--- config.mk ---
export PLATFORM = sky130hd
export DESIGN_NAME = jtag_tap_driver_flat
export DESIGN_NICKNAME = d
export VERILOG_FILES = /design/src/rtl/jtag_tap_driver_if.sv /design/src/rtl/jtag_tap_driver.sv /design/src/flat_wrapper.sv
export SDC_FILE = /design/constraint.sdc
export NUM_CORES = 1
export LEC_CHECK = 0
export BUFFER_PORTS_ARGS = -buffer_cell sky130_fd_sc_hd__buf_2
export CAP_MARGIN = 30
export CORE_MARGIN = 5
export CORE_UTILIZATION = 40
export CTS_CLUSTER_SIZE = 16
export DETAILED_ROUTE_END_ITERATION = 8
export PLACE_DENSITY = 0.63
export SLEW_MARGIN = 40
export SYNTH_ARGS = -nofsm -noshare
export SYNTH_HDL_FRONTEND = slang
export SYNTH_SLANG_ARGS = --single-unit
--- constraint.sdc ---
create_clock -name tck_i -period 3.56 [get_ports tck_i]
set_input_delay 0.356 -clock tck_i [delete_from_list [all_inputs] [get_ports tck_i]]
set_output_delay 0.356 -clock tck_i [all_outputs]
set_load 0.01 [all_outputs]
--- src/rtl/jtag_tap_driver_if.sv ---
// Command/response bus between a local host and the JTAG TAP driver.
// Ports: cmd_valid/cmd_ready handshake with cmd_op, cmd_len, cmd_data; rsp_valid pulse with rsp_data.
// Host side uses the master modport and the driver uses the slave modport.
interface jtag_tap_driver_if #(
    parameter int MAX_LEN = 32,
    parameter int LEN_W   = 6
);
    logic               cmd_valid;
    logic               cmd_ready;
    logic [1:0]         cmd_op;
    logic [LEN_W-1:0]   cmd_len;
    logic [MAX_LEN-1:0] cmd_data;
    logic               rsp_valid;
    logic [MAX_LEN-1:0] rsp_data;

    modport master (
        output cmd_valid, cmd_op, cmd_len, cmd_data,
        input  cmd_ready, rsp_valid, rsp_data
    );

    modport slave (
        input  cmd_valid, cmd_op, cmd_len, cmd_data,
        output cmd_ready, rsp_valid, rsp_data
    );
endinterface

--- src/rtl/jtag_tap_driver.sv ---
// Host-side JTAG driver: walks a TAP through RESET / IDLE / IR scan / DR scan from RTI back to RTI.
// Latency: first TMS bit the cycle after acceptance; rsp_valid the cycle after the last TMS bit.
// Backpressure: cmd_ready low while a command runs; high in READY and in the rsp_valid cycle.
// Ports: tck_i clock, trst_ni sync active-low reset, bus (slave) command/response, tms_o/tdi_o/tdo_i to target.
module jtag_tap_driver #(
    parameter int MAX_LEN = 32,
    parameter int LEN_W   = 6
) (
    input  logic               tck_i,
    input  logic               trst_ni,
    jtag_tap_driver_if.slave   bus,
    output logic               tms_o,
    output logic               tdi_o,
    input  logic               tdo_i
);
    typedef enum logic [2:0] {S_INIT, S_READY, S_PRE, S_SHIFT, S_POST, S_DONE} state_t;

    localparam logic [1:0]       OP_RESET = 2'b00;
    localparam logic [1:0]       OP_IDLE  = 2'b01;
    localparam logic [1:0]       OP_IR    = 2'b10;
    localparam logic [LEN_W-1:0] MAX_L    = LEN_W'(MAX_LEN);
    localparam logic [LEN_W-1:0] ONE      = LEN_W'(1);

    state_t             state_q, state_d;
    logic [LEN_W-1:0]   cnt_q, cnt_d;
    logic [LEN_W-1:0]   len_q, len_d;
    logic               shift_q, shift_d;
    logic [4:0]         pat_q, pat_d;     // remaining entry TMS bits, LSB next
    logic [MAX_LEN-1:0] data_q, data_d;
    logic [MAX_LEN-1:0] cap_q, cap_d;     // TDO enters at the top, right-justified at the end
    logic [MAX_LEN-1:0] rsp_q, rsp_d;
    logic               tms_q, tms_d;
    logic               tdi_q, tdi_d;
    logic               cmd_rdy;
    logic               accept;
    logic [LEN_W-1:0]   n_clip;

    assign cmd_rdy       = (state_q == S_READY) || (state_q == S_DONE);
    assign accept        = bus.cmd_valid && cmd_rdy;
    assign n_clip        = (bus.cmd_len > MAX_L) ? MAX_L : bus.cmd_len;
    assign bus.cmd_ready = cmd_rdy;
    assign bus.rsp_valid = (state_q == S_DONE);
    assign bus.rsp_data  = rsp_q;
    assign tms_o         = tms_q;
    assign tdi_o         = tdi_q;

    always_comb begin
        state_d = state_q;
        cnt_d   = cnt_q;
        len_d   = len_q;
        shift_d = shift_q;
        pat_d   = pat_q;
        data_d  = data_q;
        cap_d   = cap_q;
        rsp_d   = rsp_q;
        tms_d   = 1'b0;
        tdi_d   = 1'b0;
        case (state_q)
            // cnt counts up here: five TMS=1 cycles, one TMS=0 cycle, then READY
            S_INIT: begin
                if (cnt_q < LEN_W'(5)) begin
                    tms_d = 1'b1;
                    cnt_d = cnt_q + ONE;
                end else if (cnt_q == LEN_W'(5)) begin
                    cnt_d = LEN_W'(6);
                end else begin
                    state_d = S_READY;
                    cnt_d   = '0;
                end
            end
            S_READY, S_DONE: begin
                state_d = S_READY;
                if (accept) begin
                    shift_d = bus.cmd_op[1];
                    data_d  = bus.cmd_data;
                    cap_d   = '0;
                    len_d   = (bus.cmd_op[1] && n_clip == '0) ? ONE : n_clip;
                    state_d = S_PRE;
                    // First entry bit is driven now; cnt holds the number still to come.
                    case (bus.cmd_op)
                        OP_RESET: begin
                            tms_d = 1'b1;
                            pat_d = 5'b01111;
                            cnt_d = LEN_W'(5);
                        end
                        OP_IDLE: begin
                            pat_d = 5'b00000;
                            if (n_clip == '0) begin
                                state_d = S_DONE;
                                rsp_d   = '0;
                            end else begin
                                cnt_d = n_clip - ONE;
                            end
                        end
                        OP_IR: begin
                            tms_d = 1'b1;
                            pat_d = 5'b00001;
                            cnt_d = LEN_W'(3);
                        end
                        default: begin
                            tms_d = 1'b1;
                            pat_d = 5'b00000;
                            cnt_d = LEN_W'(2);
                        end
                    endcase
                end
            end
            S_PRE: begin
                if (cnt_q != '0) begin
                    tms_d = pat_q[0];
                    pat_d = pat_q >> 1;
                    cnt_d = cnt_q - ONE;
                end else if (shift_q) begin
                    state_d = S_SHIFT;
                    tms_d   = (len_q == ONE);
                    tdi_d   = data_q[0];
                    data_d  = data_q >> 1;
                    cnt_d   = len_q - ONE;
                end else begin
                    state_d = S_DONE;
                    rsp_d   = cap_q;
                end
            end
            S_SHIFT: begin
                cap_d = {tdo_i, cap_q[MAX_LEN-1:1]};
                if (cnt_q != '0) begin
                    tms_d  = (cnt_q == ONE);
                    tdi_d  = data_q[0];
                    data_d = data_q >> 1;
                    cnt_d  = cnt_q - ONE;
                end else begin
                    state_d = S_POST;
                    tms_d   = 1'b1;
                    cnt_d   = ONE;
                end
            end
            S_POST: begin
                if (cnt_q != '0) begin
                    cnt_d = '0;
                end else begin
                    state_d = S_DONE;
                    rsp_d   = cap_q >> (MAX_L - len_q);
                end
            end
            default: state_d = S_INIT;
        endcase
    end

    always_ff @(posedge tck_i) begin
        if (!trst_ni) begin
            state_q <= S_INIT;
            cnt_q   <= '0;
            len_q   <= '0;
            shift_q <= 1'b0;
            pat_q   <= '0;
            data_q  <= '0;
            cap_q   <= '0;
            rsp_q   <= '0;
            tms_q   <= 1'b1;
            tdi_q   <= 1'b0;
        end else begin
            state_q <= state_d;
            cnt_q   <= cnt_d;
            len_q   <= len_d;
            shift_q <= shift_d;
            pat_q   <= pat_d;
            data_q  <= data_d;
            cap_q   <= cap_d;
            rsp_q   <= rsp_d;
            tms_q   <= tms_d;
            tdi_q   <= tdi_d;
        end
    end
endmodule
--- src/flat_wrapper.sv ---
// flat-port wrapper written by rule: the top's interface ports become plain ports
module jtag_tap_driver_flat 
#(
    parameter int MAX_LEN = 32,
    parameter int LEN_W   = 6
)
  (tck_i, trst_ni, tms_o, tdi_o, tdo_i, bus_cmd_valid, bus_cmd_op, bus_cmd_len, bus_cmd_data, bus_cmd_ready, bus_rsp_valid, bus_rsp_data);
  jtag_tap_driver_if #(.MAX_LEN(MAX_LEN), .LEN_W(LEN_W)) bus_i ();
  input  logic tck_i;
  input  logic trst_ni;
  output logic tms_o;
  output logic tdi_o;
  input  logic tdo_i;
  input wire logic [$bits(bus_i.cmd_valid)-1:0] bus_cmd_valid;
  input wire logic [$bits(bus_i.cmd_op)-1:0] bus_cmd_op;
  input wire logic [$bits(bus_i.cmd_len)-1:0] bus_cmd_len;
  input wire logic [$bits(bus_i.cmd_data)-1:0] bus_cmd_data;
  output wire logic [$bits(bus_i.cmd_ready)-1:0] bus_cmd_ready;
  output wire logic [$bits(bus_i.rsp_valid)-1:0] bus_rsp_valid;
  output wire logic [$bits(bus_i.rsp_data)-1:0] bus_rsp_data;
  assign bus_i.cmd_valid = bus_cmd_valid;
  assign bus_i.cmd_op = bus_cmd_op;
  assign bus_i.cmd_len = bus_cmd_len;
  assign bus_i.cmd_data = bus_cmd_data;
  assign bus_cmd_ready = bus_i.cmd_ready;
  assign bus_rsp_valid = bus_i.rsp_valid;
  assign bus_rsp_data = bus_i.rsp_data;
  jtag_tap_driver #(.MAX_LEN(MAX_LEN), .LEN_W(LEN_W)) u_core (.tck_i(tck_i), .trst_ni(trst_ni), .bus(bus_i), .tms_o(tms_o), .tdi_o(tdi_o), .tdo_i(tdo_i));
endmodule
-- Word level (Yosys, flattened, before mapping)
Cells that the tools add are included.
- add/sub/neg operators: 5
- order comparisons: 2
- equality and inequality tests: 25
- shift-type cells: 1
- muxes and demuxes: 51
- reduce and logical (&&, ||, !) cells: 20
- operator list (kind ; count):
    $mux W32 ; 11
    $pmux W32 S3 ; 2
    $pmux W32 S2 ; 1
    $mux W6 ; 9
    $shr A32 B6 Y32 ; 1
    $mux W3 ; 10
    $pmux W6 S5 ; 1
    $pmux W6 S3 ; 1
    $sub A6 B1 Y6 const B ; 3
    $pmux W3 S5 ; 1
    $reduce_and A5 Y1 ; 3
    $ne A2 B1 Y1 const B ; 7
    $eq A6 B1 Y1 const B ; 2
    $ne A2 B2 Y1 const B ; 6
    $mux W5 ; 2
    $pmux W5 S2 ; 1
    $mux W1 ; 9
    $pmux W4 S2 ; 1
    $reduce_and A7 Y1 ; 1
    $add A6 B1 Y6 const B ; 1
    $eq A3 B2 Y1 const B ; 2
    $eq A3 B3 Y1 const B ; 2
    $eq A6 B3 Y1 const B ; 1
    $gt A6 B6 Y1 const B ; 1
    21 further kinds ; 25
- register bits after elaboration: 119
- input port bits: 44
- output and inout port bits: 36
- logic and storage cells: 114

-- Logic depth before layout (Yosys ltp)
- word-level depth: 7
- mapped depth: 14
- depth with buffers taken out: 8

-- Worst setup path before layout
Ideal clock, no wire load.
- path kind: register to register
- start point: register u_core.len_q[0]
- end point: register u_core.rsp_q[5], in the netlist u_core.bus.rsp_data[5]
- library setup time: 0.128 ns
- data arrival time: 2.881 ns
- required time: 3.432 ns
- path slack: 0.551 ns
- stages on the path, launching flop included: 14
- buffers on the path: 6
- clock period less this slack: 3.009 ns
- cell sequence: dfxtp_1 > buf_2 > clkinv_1 > buf_2 > buf_2 > ha_1 > buf_2 > buf_4 > buf_2 > mux4_2 > nand3_1 > o211ai_1 > a221oi_1 > a21oi_1
- word-level cells in the longest chain between the ends: 4
- ends and longest elaborated chain (item ; line ; source):
    start, declared ; jtag_tap_driver.sv:26 ; logic [LEN_W-1:0] len_q, len_d;
    start signal, assigned ; jtag_tap_driver.sv:164 ; len_q <= len_d;
    $sub A6 B6 Y6 ; jtag_tap_driver.sv:142 ; rsp_d = cap_q >> (MAX_L - len_q);
    $shr A32 B6 Y32 ; jtag_tap_driver.sv:142 ;
    $mux W32 ; jtag_tap_driver.sv:138 ; if (cnt_q != '0) begin
    $pmux W32 S3 ; jtag_tap_driver.sv:58 ; case (state_q)
    end signal, assigned ; jtag_tap_driver.sv:169 ; rsp_q <= rsp_d;
    end, declared ; jtag_tap_driver.sv:31 ; logic [MAX_LEN-1:0] rsp_q, rsp_d;
No other way between the ends. The select of a mux whose other input is x is not followed.
A chain may end at the register's enable or synchronous reset.

-- Final worst setup path
- start point: register u_core.len_q[1]
- end point: register u_core.rsp_q[1], in the netlist u_core.bus.rsp_data[1]
Same word-level chain as after synthesis.

==> reports/metrics.cfg <==
[outcome]
status = complete, no violations

[critical_path]
worstPathRequired_ns = 3.85
crit_path_start_kind = flop
worst_ep_arrival_time_ns = 3.19
crit_path_max_fanout = 11
end_kind = flop
crit_type = flop to flop

[clock_tree]
cts.clk_slew.worst_paths_ns = 0.06
cts_setup_buffers = 0
cts_sinks = 118
cts_root_buffer = clkbuf_16
cts_tree = built
cts_max_path_buffers = 2
htree_levels = 4
clkLatencyLatePin_ns = 0.42
numCtsBuffers = 17
cts_resized = 0
hold_buffers = 0

[cells_and_area]
n_antenna_cell = 0
seq_area_sq_um = 2360
final_cell_mix = nand2_1 (118), dfxtp_1 (118), buf_2 (78)
syn2layout_area_growth_pct = 16.4
drive_gt1_share_pct = 20.1
fillers = 1707
multiInputGateArea_sq_um = 4460
fin_util_pct = 46.9
design_area_sq_um = 8350
nNetsFinal = 971

[synth]
synth_top_family_by_area = compound AO/OA/AOI/OAI gates
yosys.cell_types.count = 63
synth.area.mux_share_pct = 13.7
netlist_area_sq_um = 7170
synth_area_per_cell_sq_um = 8.25
syn_nets = 921
async_reset_ff_share_pct = 0
synth-seq-cells = 118
synthAdderAreaFrac_pct = 1.40
synth_xor_area_share_pct = 1.59
synth_compound_area_share_pct = 24.9
synth_top_area_share_pct = 32.9
synthTopCellsByArea = dfxtp_1 (33%), mux2i_1 (8.4%), nand2_1 (6.2%), o211a_1 (5.0%), mux2_2 (4.4%)
yosys.area_share.simple_pct = 20.0
synth-edff-count = 0
synthCells = 869
synthFlopType = dfxtp_1
yosysTopAreaCell = dfxtp_1
ys_warn_count = 0
yosysSeqAreaShare_pct = 32.9

[global_routing]
gr-total-overflow = 0
antenna_found_initial = 1
grt_max_degree = 49
grt_pass1_vias = 6324
grt_pass1_wl_um = 34800
grt_usage_pct = 20.9

[flow_run]
maxCapViolations = 0

[sta]
finalSetupViolations = 0
period_share_pct = 81.5
hold_ws_ns = 0.220
worst_slew_pin_slew_ns = 0.853
rsz0062_at_grt = no
relSlewSlack_pct = 43.1
fmax_ghz = 0.345
finalMaxSlewViolations = 0
timing.final.crit_period_ns = 2.90
skew_ns = 0.00988
hold_viol = 0
fin_setup_tns_ns = 0

[power]
power_density_nw_per_um2 = 532
clkPwrFrac_pct = 36.2
power.internal_mw = 2.88
seq_power_share_pct = 34.7
p_leak_nw = 3.82
combPwrFrac_pct = 29.1
power.switching_mw = 1.56
vdd_drop_max_uv = 332
swShare_pct = 35.2

[routing]
ant_nets = 0
vias_per_cell = 5.86
drc_errors = 0
drtIter0Drc = 768
wire_per_inst_um = 18.9
wl_um = 22000
dr.pass1.iters = 5
vias = 6798

[die]
die-width_um = 144
die_y_um = 144
ios = 80
fp-row-count = 49
core_sq_um = 17800
start_util_pct = 40.3
die-area_sq_um = 20700

[place]
globalplace.congestion = 0.965
hpwl_um = 15200
dpl_cell_area_sq_um = 7780
port_buffers = 79

[min_path]
hold_path.class = primary input to flop

## path summary, 6_finish.rpt
check / slack (ns) / startpoint / cells after the start / endpoint
worst max-delay path: 0.66 / u_core.len_q[1]$_SDFFE_PN0P_ / 9 / u_core.bus.rsp_data[1]$_SDFFE_PN0P_
worst min-delay path: 0.22 / tdo_i / 3 / u_core.cap_q[31]$_SDFFE_PN0P_
worst max register to register: 0.66 / u_core.len_q[1]$_SDFFE_PN0P_ / 9 / u_core.bus.rsp_data[1]$_SDFFE_PN0P_
worst min register to register: 0.50 / u_core.data_q[19]$_SDFFE_PN0P_ / 1 / u_core.data_q[19]$_SDFFE_PN0P_
## final cells by class
class / instances / area share (%)
Timing Repair Buffer: 108 / 7.66
Sequential cell: 118 / 28.3
Inverter: 13 / 0.585
Multi-Input combinational cell: 661 / 53.4
Clock inverter: 14 / 1.38
Tap cell: 229 / 3.43
Clock buffer: 18 / 5.26
## power groups by stage
| stage | Combinational, mW | Clock, mW | Sequential (mW) |
|---|---|---|---|
| after global routing | 1.40 | 1.71 | 1.56 |
| after detailed placement | 1.27 | 0 | 1.56 |
| after floorplan | 0.971 | 0 | 1.52 |
| after global placement | 1.25 | 0 | 1.56 |
| after CTS | 1.28 | 1.64 | 1.54 |
| final | 1.29 | 1.61 | 1.54 |
## cell usage after synthesis, drive strengths merged (3+ instances only)
| cell | count |
|---|---|
| and2 | 6 |
| o211ai | 14 |
| nor3 | 12 |
| o21a | 4 |
| mux2 | 28 |
| o22ai | 4 |
| clkbuf | 52 |
| dfxtp | 118 |
| buf | 25 |
| nor2b | 38 |
| a221oi | 24 |
| o211a | 36 |
| nand2 | 118 |
| o21ai | 53 |
| a32oi | 3 |
| a21boi | 6 |
| nor2 | 43 |
| nor3b | 3 |
| ha | 8 |
| a22oi | 33 |
| a211oi | 5 |
| xor2 | 4 |
| or2 | 4 |
| nand3b | 3 |
| o21bai | 4 |
| mux2i | 60 |
| nand2b | 11 |
| a21oi | 40 |
| mux4 | 3 |
| nand3 | 51 |
| xnor2 | 6 |
| inv | 12 |
| and3 | 4 |
| a31oi | 9 |
## state kept, by name, summed over array words and instances, names as in the netlist
| name | count |
|---|---|
| u_core.tdi_o | 1 |
| u_core.cap_q | 32 |
| u_core.len_q | 6 |
| u_core.cnt_q | 6 |
| u_core.shift_q | 1 |
| u_core.data_q | 32 |
| u_core.tms_o | 1 |
| u_core.pat_q | 4 |
| u_core.bus.rsp_data | 32 |
| u_core.state_q | 3 |
## metal layers
metal / share of wire (%) / global-route usage [%]
met1: 47 / 29.9
met2: 45 / 31.8
met3: 6.9 / 4.99
met4: 1.3 / 5.00
met5: 0.032 / 0
## worst max-delay path, cell delays in order (launching register included)
cell	delay (ns)
dfxtp_1	0.48
inv_1	0.11
ha_1	0.53
buf_4	0.29
mux2_2	0.39
mux4_2	0.47
nor2_1	0.10
a21oi_1	0.07
a221oi_1	0.24
a21oi_1	0.10
## cells by family after synthesis
group / after synthesis
and+or+nand+nor: 301
AOI/OAI and AO/OA: 251
DFF: 118
muxes: 91
buffers and inverters: 90
xor gates and xnor gates: 10
adders and majority gates: 8
## stage by stage
step	total power [mW]	setup slack, ns	std cells
floorplan	2.49	0.551	869
CTS	4.46	0.676	1161
finish	4.44	0.660	1161
global route	4.67	0.398	1161
detailed placement	2.83	0.693	1129
global placement	2.81	0.777	1127
No activity file was read; power rests on OpenSTA's default activity.
